===== src/rtl/imem_loader_if.sv =====
// Byte-stream handshake between an external source (UART/debug port) and the loader.
interface imem_loader_if;
  logic [7:0] in_data;
  logic       in_valid;
  logic       in_ready;

  modport master (output in_data, output in_valid, input in_ready);
  modport slave  (input in_data, input in_valid, output in_ready);
endinterface


===== src/rtl/imem_loader.sv =====
// Framed byte-stream loader: writes IMem word by word and releases the CPU
// reset only after a complete, checksum-verified image has been written.
module imem_loader #(
  parameter int          ADDR_W    = 10,
  parameter logic [31:0] BASE_ADDR = 32'h0,
  parameter logic [7:0]  SYNC      = 8'hA5
) (
  input  logic              clock,
  input  logic              reset,
  imem_loader_if.slave      in_if,
  output logic              imem_we,
  output logic [31:0]       imem_addr,
  output logic [31:0]       imem_wdata,
  output logic              cpu_rstn,
  output logic              busy,
  output logic              done,
  output logic              error,
  output logic [ADDR_W:0]   words_loaded
);

  localparam logic [2:0] S_IDLE   = 3'd0;
  localparam logic [2:0] S_LEN_HI = 3'd1;
  localparam logic [2:0] S_LEN_LO = 3'd2;
  localparam logic [2:0] S_DATA   = 3'd3;
  localparam logic [2:0] S_CSUM   = 3'd4;
  localparam logic [2:0] S_DONE   = 3'd5;
  localparam logic [2:0] S_ERROR  = 3'd6;

  // Common width for comparing the 16-bit length against the word count.
  localparam int CW = (ADDR_W + 1 > 17) ? ADDR_W + 1 : 17;

  logic [2:0]      state_q, state_d;
  logic [15:0]     len_q, len_d;
  logic [7:0]      csum_q, csum_d;
  logic [1:0]      bcnt_q, bcnt_d;
  logic [23:0]     word_q, word_d;
  logic [ADDR_W:0] wl_q, wl_d;
  logic            we_q, we_d;
  logic [31:0]     addr_q, addr_d;
  logic [31:0]     wdata_q, wdata_d;

  logic            ready;
  logic            accept;
  logic [15:0]     len_n;
  logic [7:0]      din;

  assign din    = in_if.in_data;
  assign ready  = (state_q != S_DONE) && (state_q != S_ERROR);
  assign accept = in_if.in_valid && ready;
  assign len_n  = {len_q[15:8], din};

  always_comb begin
    state_d = state_q;
    len_d   = len_q;
    csum_d  = csum_q;
    bcnt_d  = bcnt_q;
    word_d  = word_q;
    wl_d    = wl_q;
    we_d    = 1'b0;
    addr_d  = addr_q;
    wdata_d = wdata_q;
    if (accept) begin
      case (state_q)
        S_IDLE: begin
          if (din == SYNC) begin
            state_d = S_LEN_HI;
            csum_d  = '0;
            wl_d    = '0;
            bcnt_d  = '0;
          end
        end
        S_LEN_HI: begin
          len_d   = {din, 8'h00};
          csum_d  = csum_q ^ din;
          state_d = S_LEN_LO;
        end
        S_LEN_LO: begin
          len_d  = len_n;
          csum_d = csum_q ^ din;
          if (CW'(len_n) > (CW'(1) << ADDR_W)) state_d = S_ERROR;
          else if (len_n == 16'd0)             state_d = S_CSUM;
          else                                 state_d = S_DATA;
        end
        S_DATA: begin
          csum_d = csum_q ^ din;
          bcnt_d = bcnt_q + 2'd1;
          if (bcnt_q == 2'd3) begin
            // Address uses the pre-increment count; the count bumps alongside the strobe.
            we_d    = 1'b1;
            wdata_d = {word_q, din};
            addr_d  = BASE_ADDR + (32'(wl_q) << 2);
            wl_d    = wl_q + 1'b1;
            if (CW'(wl_q) + CW'(1) == CW'(len_q)) state_d = S_CSUM;
          end else begin
            word_d = {word_q[15:0], din};
          end
        end
        S_CSUM: begin
          state_d = (din == csum_q) ? S_DONE : S_ERROR;
        end
        default: state_d = state_q;
      endcase
    end
  end

  always_ff @(posedge clock or negedge reset) begin
    if (!reset) begin
      state_q <= S_IDLE;
      len_q   <= '0;
      csum_q  <= '0;
      bcnt_q  <= '0;
      word_q  <= '0;
      wl_q    <= '0;
      we_q    <= 1'b0;
      addr_q  <= BASE_ADDR;
      wdata_q <= '0;
    end else begin
      state_q <= state_d;
      len_q   <= len_d;
      csum_q  <= csum_d;
      bcnt_q  <= bcnt_d;
      word_q  <= word_d;
      wl_q    <= wl_d;
      we_q    <= we_d;
      addr_q  <= addr_d;
      wdata_q <= wdata_d;
    end
  end

  assign in_if.in_ready = ready;
  assign imem_we        = we_q;
  assign imem_addr      = addr_q;
  assign imem_wdata     = wdata_q;
  assign words_loaded   = wl_q;
  assign cpu_rstn       = (state_q == S_DONE);
  assign done           = (state_q == S_DONE);
  assign error          = (state_q == S_ERROR);
  assign busy           = (state_q == S_LEN_HI) || (state_q == S_LEN_LO) ||
                          (state_q == S_DATA)   || (state_q == S_CSUM);

endmodule


===== src/flat_wrapper.sv =====
// flat-port wrapper written by rule: the top's interface ports become plain ports
module imem_loader_flat 
#(
  parameter int          ADDR_W    = 10,
  parameter logic [31:0] BASE_ADDR = 32'h0,
  parameter logic [7:0]  SYNC      = 8'hA5
)
  (clock, reset, imem_we, imem_addr, imem_wdata, cpu_rstn, busy, done, error, words_loaded, in_if_in_data, in_if_in_valid, in_if_in_ready);
  imem_loader_if in_if_i ();
  input  logic clock;
  input  logic reset;
  output logic imem_we;
  output logic [31:0] imem_addr;
  output logic [31:0] imem_wdata;
  output logic cpu_rstn;
  output logic busy;
  output logic done;
  output logic error;
  output logic [ADDR_W:0] words_loaded;
  input wire logic [$bits(in_if_i.in_data)-1:0] in_if_in_data;
  input wire logic [$bits(in_if_i.in_valid)-1:0] in_if_in_valid;
  output wire logic [$bits(in_if_i.in_ready)-1:0] in_if_in_ready;
  assign in_if_i.in_data = in_if_in_data;
  assign in_if_i.in_valid = in_if_in_valid;
  assign in_if_in_ready = in_if_i.in_ready;
  imem_loader #(.ADDR_W(ADDR_W), .BASE_ADDR(BASE_ADDR), .SYNC(SYNC)) u_core (.clock(clock), .reset(reset), .in_if(in_if_i), .imem_we(imem_we), .imem_addr(imem_addr), .imem_wdata(imem_wdata), .cpu_rstn(cpu_rstn), .busy(busy), .done(done), .error(error), .words_loaded(words_loaded));
endmodule

===== config.mk =====
export PLATFORM = sky130hd
export DESIGN_NAME = imem_loader_flat
export DESIGN_NICKNAME = d
export VERILOG_FILES = /design/src/rtl/imem_loader_if.sv /design/src/rtl/imem_loader.sv /design/src/flat_wrapper.sv
export SDC_FILE = /design/constraint.sdc
export NUM_CORES = 1
export LEC_CHECK = 0
export ABC_CLOCK_PERIOD_IN_PS = 4460
export CORE_MARGIN = 2
export CORE_UTILIZATION = 59
export CTS_BUF_LIST = sky130_fd_sc_hd__clkbuf_4 sky130_fd_sc_hd__clkbuf_8
export DETAILED_ROUTE_END_ITERATION = 8
export GPL_TIMING_DRIVEN = 0
export PLACE_DENSITY = 0.89
export SYNTH_ARGS = -nofsm -noshare
export SYNTH_HDL_FRONTEND = slang
export SYNTH_SLANG_ARGS = --single-unit
export TNS_END_PERCENT = 1

===== constraint.sdc =====
create_clock -name clock -period 4.46 [get_ports clock]
set_input_delay 0.892 -clock clock [delete_from_list [all_inputs] [get_ports clock]]
set_output_delay 0.892 -clock clock [all_outputs]
set_load 0.05 [all_outputs]

## Word-level counts from Yosys, hierarchy flattened

Cells that the tools add are included.
W data, S select, Z words.

- Register bits: 108
- Bits of input ports: 11

- Bitwise gates (word level): 3
- Muxes and demuxes: 18
- $add $sub $neg: 3
- Reductions and logical operators: 20
- Equality and inequality tests: 15
- Magnitude comparators: 1

Operators with widths:

| operator | count |
|---|---|
| $pmux W16 S2 | 1 |
| $mux W11 | 2 |
| $pmux W11 S2 | 1 |
| $eq A17 B16 Y1 | 1 |
| $gt A16 B11 Y1 const B | 1 |
| $logic_not A16 Y1 | 1 |
| $pmux W8 S2 | 1 |
| $mux W3 | 5 |
| $pmux W3 S5 | 1 |
| $reduce_and A3 Y1 | 5 |
| $add A11 B1 Y12 const B | 1 |
| $add A11 B1 Y11 const B | 1 |
| $eq A3 B3 Y1 const B | 3 |
| $eq A8 B8 Y1 | 1 |
| $eq A8 B8 Y1 const B | 1 |
| $mux W8 | 1 |
| $xor A8 B8 Y8 | 1 |
| $eq A3 B2 Y1 const B | 2 |
| $ne A2 B1 Y1 const B | 3 |
| $ne A3 B3 Y1 const B | 2 |
| $reduce_bool A2 Y1 | 3 |
| $reduce_and A5 Y1 | 1 |
| $reduce_bool A5 Y1 | 1 |
| $mux W2 | 2 |
| 12 further kinds | 18 |

## Depth between registers and ports, before layout

- Depth after elaboration: 5
- Gate-level depth with buffers: 8

## Worst setup path before layout

Ideal clock, no wire load.

- Kind: reg-to-output
- Start: reg u_core.state_q[1]
- End: out in_if_in_ready
- Setup slack: 1.592 ns
- Data arrival time: 1.976 ns
- Stages on the path, launching flop included: 6
- Path through: dfrtp_1 clkbuf_1 inv_1 clkbuf_1 and3_1 nor2_1

- Cells in the longest elaborated chain, start to end: 2
- Elaborated cells on any way between the ends: 3
- Those cells by class: 2 x eq/ne; 1 x reduce/logical

Ends and longest elaborated chain:

| item | line | RTL |
|---|---|---|
| from (decl) | imem_loader.sv:32 | `logic [2:0] state_q, state_d;` |
| from (signal assigned) | imem_loader.sv:118 | `state_q <= state_d;` |
| $ne A3 B3 Y1 | imem_loader.sv:48 | `assign ready = (state_q != S_DONE) && (state_q != S_ERROR);` |
| $logic_and A1 B1 Y1 (*) | imem_loader.sv:48 |  |
| to (decl) | flat_wrapper.sv:22 | `output wire logic [$bits(in_if_i.in_ready)-1:0] in_if_in_ready;` |

Every way passes the cells marked *; elsewhere a longest branch is shown, timed or not.

## Worst setup path in the final report

- Start: reg u_core.state_q[1]
- End: out done

- Cells in the longest elaborated chain, start to end: 1

Ends and longest elaborated chain:

| item | line | RTL |
|---|---|---|
| $eq A3 B3 Y1 | imem_loader.sv:136 | `assign done = (state_q == S_DONE);` |
| to (decl) | flat_wrapper.sv:17 | `output logic done;` |

No other way between the ends.

==> impl_results.rst <==
.. list-table::
   :header-rows: 1

   * - Metric
     - Value
   * - Cell repeated most along the worst path
     - clkbuf_1
   * - Number of enable-type register cells in the synthesized netlist
     - 0
   * - Post-synth ARST share
     - 100%
   * - YS warnings
     - 0
   * - Die Outline Area
     - 9550 um2
   * - Core box area
     - 8640 um2
   * - Row count
     - 34
   * - Worst hold margin
     - 0.460 ns
   * - Global-route congestion overflow total
     - 0
   * - Number of nets in the layout
     - 658
   * - Global-route wire length before repair
     - 20000 um
   * - R2R depth
     - 8
   * - Number of cells in the finished layout apart from fillers
     - 758
   * - CP startpoint kind
     - flip-flop
   * - Data required time at the worst endpoint
     - 3.57 ns
   * - Final max-slew violation count
     - 0
   * - Largest net degree at the start of global routing
     - 74
   * - Total clock buffers created by CTS
     - 9
   * - Netlist area before placement
     - 5180 um2
   * - Slack of the critical path
     - 0.899 ns
   * - Per-cell via count in the routed design
     - 5.56
   * - Delay of the slowest critical-path stage
     - 0.78 ns
   * - Layout overhead on the synthesized area
     - 21.3%
   * - Pin slew with the least headroom to its limit
     - 0.557 ns
   * - Hold Path Class
     - primary input to asynchronous set/reset pin
   * - Clock Skew
     - 0.0117 ns
   * - Total of buffers placed on input and output ports
     - 66
   * - Number of placed instances, taps included
     - 742
   * - Outcome
     - completed
   * - Effective utilization at floorplan
     - 60.0%
   * - Leakage
     - 0.00302 uW
   * - Number of remaining DRC errors
     - 0
   * - Placer Congestion
     - 0.893
   * - F_max
     - 281 MHz
   * - DRC violation total after the first TritonRoute iteration
     - 282
   * - Clock tree from TritonCTS
     - yes
   * - Mean post-synth cell area
     - 9.47 um2
   * - Leading cell type in the layout, fill and taps excluded
     - nand2_1
   * - Final Cycle Share
     - 79.8%
   * - Share of layout cells above drive strength 1
     - 14.3%
   * - Count of hold buffers inserted by post-cts repair
     - 0
   * - Tmin final
     - 3.56 ns
   * - Worst Setup End Kind
     - output port
   * - Horizontal extent of the die
     - 97.7 um
   * - Predominant post-synthesis flop cell
     - dfrtp_1
   * - Post-cts resize count
     - 0
   * - Clock slew seen by the registers of the worst setup and hold paths
     - 0.11 ns
   * - Root buffer cell
     - clkbuf_8
   * - Chip Height
     - 97.7 um
   * - Number of buffers on the longest clock path
     - 2
   * - Critical path, cell by cell
     - clkbuf_1, inv_1, clkbuf_1, and3_1, buf_4, clkdlybuf4s50_1
   * - Number of stages on the worst setup path
     - 6
   * - Overall power consumption
     - 3610 uW
   * - Arrival time at the worst endpoint
     - 2.67 ns
   * - Number of setup violations in the final report
     - 0
   * - Setup total negative slack
     - 0 ns
   * - Estimated wirelength of the detail-placed design
     - 8560 um
   * - Antenna violations before repair
     - 0
   * - Number of failing hold endpoints at the final stage
     - 0
   * - Kind of critical path
     - flip-flop to output port
   * - Detailed-router iteration count before antenna repair
     - 5
   * - Number of H-tree levels
     - 3
   * - Via count of the routed design
     - 4213
   * - Number of global-route vias before repair
     - 4175
   * - Total power per unit cell area
     - 574 nW/um2
   * - Number of instances in the synthesized netlist
     - 547
   * - Slew Limit Headroom
     - 62.7%
   * - Worst-case vdd ir drop
     - 0.000401 V
   * - Final-layout fill cell count
     - 604
   * - Antenna-violating nets left
     - 0
   * - Worst-path cell with the longest stage delay
     - clkdlybuf4s50_1
   * - Worst-Skew Late Latency
     - 0.37 ns
   * - Max_cap viols
     - 0
   * - Pre-CTS WS
     - 1.12 ns
   * - Setup repair after global routing missed its margin
     - no
   * - Number of buffers inserted by post-CTS setup repair
     - 0
   * - Number of buffers and inverters on the critical path
     - 5
   * - Register bit count reported by yosys
     - 108
   * - Most used cells in the layout excluding fill and tap cells
     - 163 x nand2_1, 108 x dfrtp_1, 65 x clkdlybuf4s50_1, 41 x o21ai_0, 32 x mux2_2
   * - Post-synthesis cell type count
     - 50
   * - WL/cell
     - 16.0 um
   * - Sequential-to-total area share from yosys stat
     - 52.2%
   * - Tot GR Track Use
     - 26.1%
   * - Clock net sink count
     - 108
   * - Boundary Pins
     - 92
   * - Dominant delay contributor by cell family on the critical path
     - buffers and inverters
   * - Highest net fanout along the worst path
     - 10
   * - Antenna diode count
     - 0
   * - Sum of routed wire length over all layers
     - 12100 um
## cell usage after synthesis (3+ instances only)
cell         n  area (um2)
a21oi_1      6        30.0
a31oi_1      3        18.8
xor2_1       6        52.6
a2bb2oi_1    8        70.1
or2_2        3        18.8
dfrtp_1    108        2700
or3_1        5        31.3
clkbuf_1    21        78.8
nor2_1      27         101
nand3_1      7        35.0
o31ai_1      4        30.0
nand2b_1    16         100
nor4_1       6        37.5
mux2_2      32         360
nand4_1      3        18.8
xnor2_1     11        96.3
and2_1       3        18.8
and3_1       5        31.3
inv_1        3        11.3
nand2_1    163         612
nor2b_1      5        31.3
o21ai_0     41         205
buf_4       25         188
buf_2        6        30.0
## path summary, 6_finish.rpt
kind	from	to	slack [ns]
min reg2reg	u_core.imem_addr[7]	u_core.imem_addr[7]	0.49
min	reset	u_core.imem_wdata[27]	0.46
max	u_core.state_q[1]	done	0.90
max in group asynchronous	reset	u_core.csum_q[0]	3.30
max reg2reg	u_core.state_q[1]	u_core.imem_wdata[12]	1.95
min in group clock	u_core.imem_addr[7]	u_core.imem_addr[7]	0.49
## logic make-up after synthesis
family	count (synthesis)	share of synthesized area, %
compound gates	75	9.11
xor+xnor	17	2.87
fa+ha+maj	2	0.483
buf+inv	57	6.09
flops	108	52.2
mux	34	7.34
other cells	1	0.0724
simple gates	253	21.9
## where the power goes
| group | internal [uW] | switching [uW] |
|---|---|---|
| registers | 1280 | 240 |
| logic | 559 | 902 |
| clock network | 277 | 351 |
## final cells by class
| class | instances | area, um2 | area share [%] |
|---|---|---|---|
| clock buffers | 10 | 131 | 2.09 |
| well taps | 108 | 135 | 2.15 |
| plain buffers | 53 | 300 | 4.78 |
| inverters | 4 | 15.0 | 0.239 |
| flip-flops and latches | 108 | 2700 | 43.0 |
| multi-input cells | 402 | 2240 | 35.6 |
| clock inverters | 6 | 77.6 | 1.23 |
| repair buffers | 67 | 686 | 10.9 |
## per-stage QoR
| stage | instance area [um2] | util [%] |
|---|---|---|
| 5_1_grt | 6280 | 72.8 |
| 6_report | 6280 | 72.8 |
| 3_3_place_gp | 6050 | 70.1 |
| 4_1_cts | 6280 | 72.8 |
| 3_5_place_dp | 6080 | 70.4 |
| 2_1_floorplan | 5260 | - |
## layer usage
| metal | wire [um] | up-vias | share of wire, % | GRT usage, % |
|---|---|---|---|---|
| li1 | - | 1969 | - | - |
| met1 | 5050 | 2060 | 42 | 34.5 |
| met2 | 6120 | 159 | 50 | 44.1 |
| met3 | 728 | 25 | 6.0 | 4.46 |
| met4 | 219 | 0 | 1.8 | 8.87 |
| met5 | 0 | - | 0 | 0 |
## worst reg2reg max path, cell delays in order, from the launching register on
cell,delay (ns)
dfrtp_1,0.33
clkbuf_1,0.32
nand2_1,0.18
nor2_1,0.38
nand2_1,0.37
inv_2,0.23
clkbuf_1,0.44
nand2_1,0.12
nand2_1,0.07
## registers in the layout (all words and copies together), names as in the netlist
| name | flops |
|---|---|
| u_core.imem_wdata | 32 |
| u_core.word_q | 24 |
| u_core.len_q | 16 |
| u_core.imem_addr | 11 |
| u_core.words_loaded | 11 |
| u_core.csum_q | 8 |
| u_core.state_q | 3 |
| u_core.bcnt_q | 2 |
| u_core.imem_we | 1 |
No activity file was read; power rests on OpenSTA's default activity.
